File: src/rtl/sum_accumulator_pkg.sv
// Shared adder-path definitions: accumulator FSM states,
// default sum width and accumulator width derivation.
package sum_accumulator_pkg;

  localparam int DEF_DATA_W = 32;

  typedef enum logic {
    ACCUM = 1'b0,
    DONE  = 1'b1
  } state_e;

  function automatic int acc_w(
    input int data_w,
    input int guard_w
  );
    return data_w + guard_w;
  endfunction

endpackage

File: src/rtl/sum_accumulator.sv
// Frame accumulator behind the adder stage: sums NUM_SAMPLES
// beats into a guarded total with a sticky overflow flag.
module sum_accumulator
  import sum_accumulator_pkg::*;
#(
  parameter int DATA_W      = DEF_DATA_W,
  parameter int GUARD_W     = 8,
  parameter int NUM_SAMPLES = 4,
  localparam int ACC_W      = acc_w(DATA_W, GUARD_W)
) (
  input  logic              clk,
  input  logic              reset,
  input  logic              in_valid,
  output logic              in_ready,
  input  logic [DATA_W-1:0] in_data,
  output logic              out_valid,
  input  logic              out_ready,
  output logic [ACC_W-1:0]  out_sum,
  output logic              out_overflow
);

  localparam int CNT_W =
    (NUM_SAMPLES > 1) ? $clog2(NUM_SAMPLES + 1) : 1;
  localparam logic [CNT_W-1:0] LAST_CNT =
    CNT_W'(NUM_SAMPLES - 1);

  state_e           state_q, state_d;
  logic [ACC_W-1:0] acc_q, acc_d;
  logic [ACC_W-1:0] sum_q, sum_d;
  logic [CNT_W-1:0] cnt_q, cnt_d;
  logic             ovf_q, ovf_d;
  logic             oovf_q, oovf_d;

  logic [ACC_W:0]   add;
  logic             accept;
  logic             last;
  logic             handoff;

  // State register
  always_ff @(posedge clk) begin
    if (reset) state_q <= ACCUM;
    else       state_q <= state_d;
  end

  // Next-state logic
  always_comb begin
    state_d = state_q;
    unique case (state_q)
      ACCUM: if (accept && last) state_d = DONE;
      DONE:  if (out_ready)      state_d = ACCUM;
    endcase
  end

  // Handshake outputs come from registered state only
  always_comb begin
    in_ready  = (state_q == ACCUM);
    out_valid = (state_q == DONE);
  end

  assign accept  = in_valid & in_ready;
  assign handoff = out_valid & out_ready;
  assign last    = (cnt_q == LAST_CNT);
  assign add     = {1'b0, acc_q} + (ACC_W + 1)'(in_data);

  always_comb begin
    acc_d  = acc_q;
    cnt_d  = cnt_q;
    ovf_d  = ovf_q;
    sum_d  = sum_q;
    oovf_d = oovf_q;
    if (accept) begin
      if (last) begin
        sum_d  = add[ACC_W-1:0];
        oovf_d = ovf_q | add[ACC_W];
      end else begin
        acc_d = add[ACC_W-1:0];
        cnt_d = cnt_q + CNT_W'(1);
        ovf_d = ovf_q | add[ACC_W];
      end
    end
    // Frame state clears as the result leaves
    if (handoff) begin
      acc_d = '0;
      cnt_d = '0;
      ovf_d = 1'b0;
    end
  end

  always_ff @(posedge clk) begin
    if (reset) begin
      acc_q  <= '0;
      cnt_q  <= '0;
      ovf_q  <= 1'b0;
      sum_q  <= '0;
      oovf_q <= 1'b0;
    end else begin
      acc_q  <= acc_d;
      cnt_q  <= cnt_d;
      ovf_q  <= ovf_d;
      sum_q  <= sum_d;
      oovf_q <= oovf_d;
    end
  end

  assign out_sum      = sum_q;
  assign out_overflow = oovf_q;

endmodule
File: config.mk
export PLATFORM = sky130hd
export DESIGN_NAME = sum_accumulator
export DESIGN_NICKNAME = d
export VERILOG_FILES = /design/src/rtl/sum_accumulator_pkg.sv /design/src/rtl/sum_accumulator.sv
export SDC_FILE = /design/constraint.sdc
export NUM_CORES = 1
export LEC_CHECK = 0
export ABC_AREA = 1
export ABC_CLOCK_PERIOD_IN_PS = 6350
export CAP_MARGIN = 10
export CORE_MARGIN = 2
export CORE_UTILIZATION = 50
export DETAILED_ROUTE_END_ITERATION = 10
export PLACE_DENSITY_LB_ADDON = 0.25
export SLEW_MARGIN = 20
export SYNTH_ARGS = -nofsm -noshare
export SYNTH_HDL_FRONTEND = slang
export SYNTH_SLANG_ARGS = --single-unit
File: constraint.sdc
create_clock -name clk -period 6.35 [get_ports clk]
set_clock_uncertainty 0.15 [all_clocks]
set_input_delay 1.27 -clock clk [delete_from_list [all_inputs] [get_ports clk]]
set_output_delay 1.27 -clock clk [all_outputs]
set_load 0.01 [all_outputs]
==> flow_summary.toml <==
[outcome]
outcome = "completed"

[global_route]
antenna_found_initial = 0
grt_pass1_vias = 5629
grt_max_degree = 60
grt_util_all_layers_pct = 25.18
grt_pass1_wl_um = 26710
gr-total-overflow = 0

[power]
ir_worst_vdd_v = 0.0001312
p_switching_w = 0.0006045
leakage_nw = 4.055
pwr-share-clk_pct = 33.7
p_per_area_nw_per_um2 = 231.0
internal_power_w = 0.001135
power_frac_seq_pct = 34.8
pwr-share-comb_pct = 31.5
swShare_pct = 34.76

[layout]
seq_area_um2 = 1722
nets = 1162
drive_gt1_share_pct = 7.117
diodes = 0
instances_no_fill = 1264
final_core_util_pct = 62.16
areaGrowthSynthToFinish_pct = 20.00
fin_area_um2 = 7528
fillers = 1177
multi_input_area_um2 = 3586

[die]
start_util_pct = 51.80
die-area_um2 = 13460
die_h_um = 116.0
core_um2 = 12110
die_w_um = 116.0
placementRows = 40
ios = 79

[logic_synthesis]
ys.flop_type = "dfxtp_1"
synth_adder_area_share_pct = 7.100
yosys.area.top_type = "dfxtp_1"
ys_top_cells_by_area = "dfxtp_1 27%, nand2_1 16%, inv_1 13%, ha_1 6.8%, a21oi_1 5.9%"
yosysSeqAreaShare_pct = 27.44
syn_avg_cell_area_um2 = 6.132
synth_xor_area_share_pct = 2.373
ys_seq_elements = 86
synth_fp_nets = 1094
synth_cell_types = 33
postSynthCellCount = 1023
synth_mux_area_share_pct = 0
yosysWarnings = 0
yosysTopAreaCellShare_pct = 27.44
yosys.area_share.simple_pct = 33.59
async_reset_ff_share_pct = 0
synth-compound-area-share_pct = 13.92
synth_edf_count = 0
synth_area_um2 = 6274
synth_top_family_by_area = "simple AND/OR/NAND/NOR gates"

[placed_design]
dp_slack_ns = 2.548
place.gp.congestion = 0.9107
hpwl_um = 11990
dp_cells = 1248
placed_cell_area_um2 = 7203
io_buffers = 78

[hold_path]
min_path_type = "reg -> reg"

[sta]
finalSetupViolations = 0
fin_ws_ns = 2.900
drv_slew = 0
hold_viol = 0
tns_ns = 0
fmax_mhz = 289.9
max_slew.worst_pin.slew_ns = 0.9945
fin_crit_ns = 3.450
max-slew-margin-rel_pct = 33.63
grt_setup_unrepaired = "false"
period_share_pct = 54.33

[worst_setup_path]
cp_top_family = "simple AND/OR/NAND/NOR gates"
crit_buf_inv = 2
critical-path-slowest-cell = "fa_1"
max_stage_delay_ns = 0.45
cp_data_required_time_ns = 6.45
criticalPathCategory = "in -> reg"
crit_fanout = 4
critPathMostFrequentCell = "nand2_1"
crit_arrival_ns = 3.55
start_kind = "input port"
worstPathCellList = "clkdlybuf4s50_1 -> ha_1 -> fa_1 -> nand3_1 -> nand3_2 -> nand2_1 -> nand2_1 -> nand2_1 -> nand3_2 -> nand2_1 -> nand2_1 -> nand2_1 -> nand3_1 -> nand2_1 -> inv_1"
critPathCaptureType = "register"

[routing]
totalWireLength_um = 16150
drc = 0
ant_nets = 0
via_per_inst = 4.847
drt_iter0_drc = 434
wl_per_cell_um = 12.77
drt_pass1_iterations = 5
vias = 6126

[cts]
cts_buffer_depth = 2
cts_sinks = 86
ctsHoldBuffers = 0
worst_skew_pair.late_latency_ns = 0.36
clkTransAtPathRegs_ns = 0.06
cts-root-buf = "clkbuf_16"
cts_made_buffers = 9
ctsResizeCount = 0
cts_tree = "built"
post_cts_buffers = 0
ctsHtreeMaxLevel = 3

[flow_run]
maxCapViolations = 0
==> kinds of logic (layout without fill, tap and decap cells) <==
logic type | after synthesis | count (layout)
compound gates | 153 | 153
buf+inv | 258 | 331
xor+xnor | 17 | 17
simple gates | 474 | 474
flops | 86 | 86
fa+ha+maj | 35 | 35
==> path summary, 6_finish.rpt <==
kind / startpoint / end / slack (ns) / depth (start not counted)
setup / recovery: in_data[0] / out_sum[30] / 2.90 / 15
hold / removal: cnt_q[2] / cnt_q[2] / 0.32 / 2
setup reg to reg: cnt_q[0] / out_sum[24] / 3.51 / 8
hold reg to reg: cnt_q[2] / cnt_q[2] / 0.32 / 2
==> synth_stat cells, types with 14 or more instances <==
library cell	number
nand2_1	274
inv_1	224
dfxtp_1	86
a21oi_1	74
nor2_1	67
nand3_1	66
o21ai_0	38
ha_1	34
nand2_2	22
clkbuf_1	18
o21bai_1	18
xor2_1	15
o21a_1	14
==> area by class of cell <==
class / count / share of cell area [%]
multi-input combinational: 679 / 47.63
sequential: 86 / 22.87
inverter: 233 / 11.62
timing repair buffer: 82 / 10.77
clock buffer: 11 / 3.224
tap: 168 / 2.792
clock inverter: 5 / 1.097
==> registers in the layout, summed over array words and instances, names as in the netlist <==
register      flops
acc_q            40
out_valid         1
cnt_q             3
ovf_q             1
out_overflow      1
out_sum          40
==> metrics by stage <==
| stage | hold slack (ns) | power, W |
|---|---|---|
| after floorplan | 0.2824 | 0.001007 |
| after global placement | 0.2941 | 0.001153 |
| after detailed placement | 0.3073 | 0.001156 |
| after CTS | 0.3135 | 0.001744 |
| after global routing | 0.3437 | 0.001842 |
| final | 0.3184 | 0.001739 |
==> routing by layer <==
metal | vias to the layer above | global-route usage [%] | wire, um
li1 | 3279 | - | -
met1 | 2658 | 36.53 | 8249
met2 | 169 | 38.64 | 6702
met3 | 20 | 3.400 | 896
met4 | 0 | 8.333 | 298
met5 | - | 0 | 0
==> power by group through the flow <==
stage | Clock [W] | Combinational [W] | Sequential [W]
3_3_place_gp | 0 | 0.000537 | 0.000616
4_1_cts | 0.000594 | 0.000545 | 0.000605
5_1_grt | 0.000617 | 0.000615 | 0.000610
2_1_floorplan | 0 | 0.000393 | 0.000614
6_report | 0.000587 | 0.000547 | 0.000606
3_5_place_dp | 0 | 0.000540 | 0.000616
==> tightest hold or removal path: stages, from the launching register on <==
cell and delay, ns:
dfxtp_1 0.30, inv_1 0.07, a21oi_1 0.06
==> placed cells by master, fill, tap and decap left out, drive strengths merged <==
cell type,netlist,final
bufinv,0,2
a22oi,1,1
inv,231,231
buf,7,4
clkinv,2,5
nand4,4,4
nand3b,8,8
o21bai,19,19
o21ai,42,42
ha,34,34
fa,1,1
nand3,78,78
o21a,14,14
xor2,15,15
nand2,296,296
nor4,4,4
or2,1,1
clkbuf,18,11
a21oi,77,77
nor3,8,8
xnor2,2,2
nor2,75,75
dfxtp,86,86
clkdlybuf4s50,0,78
Power figures use the tool's default switching activity.
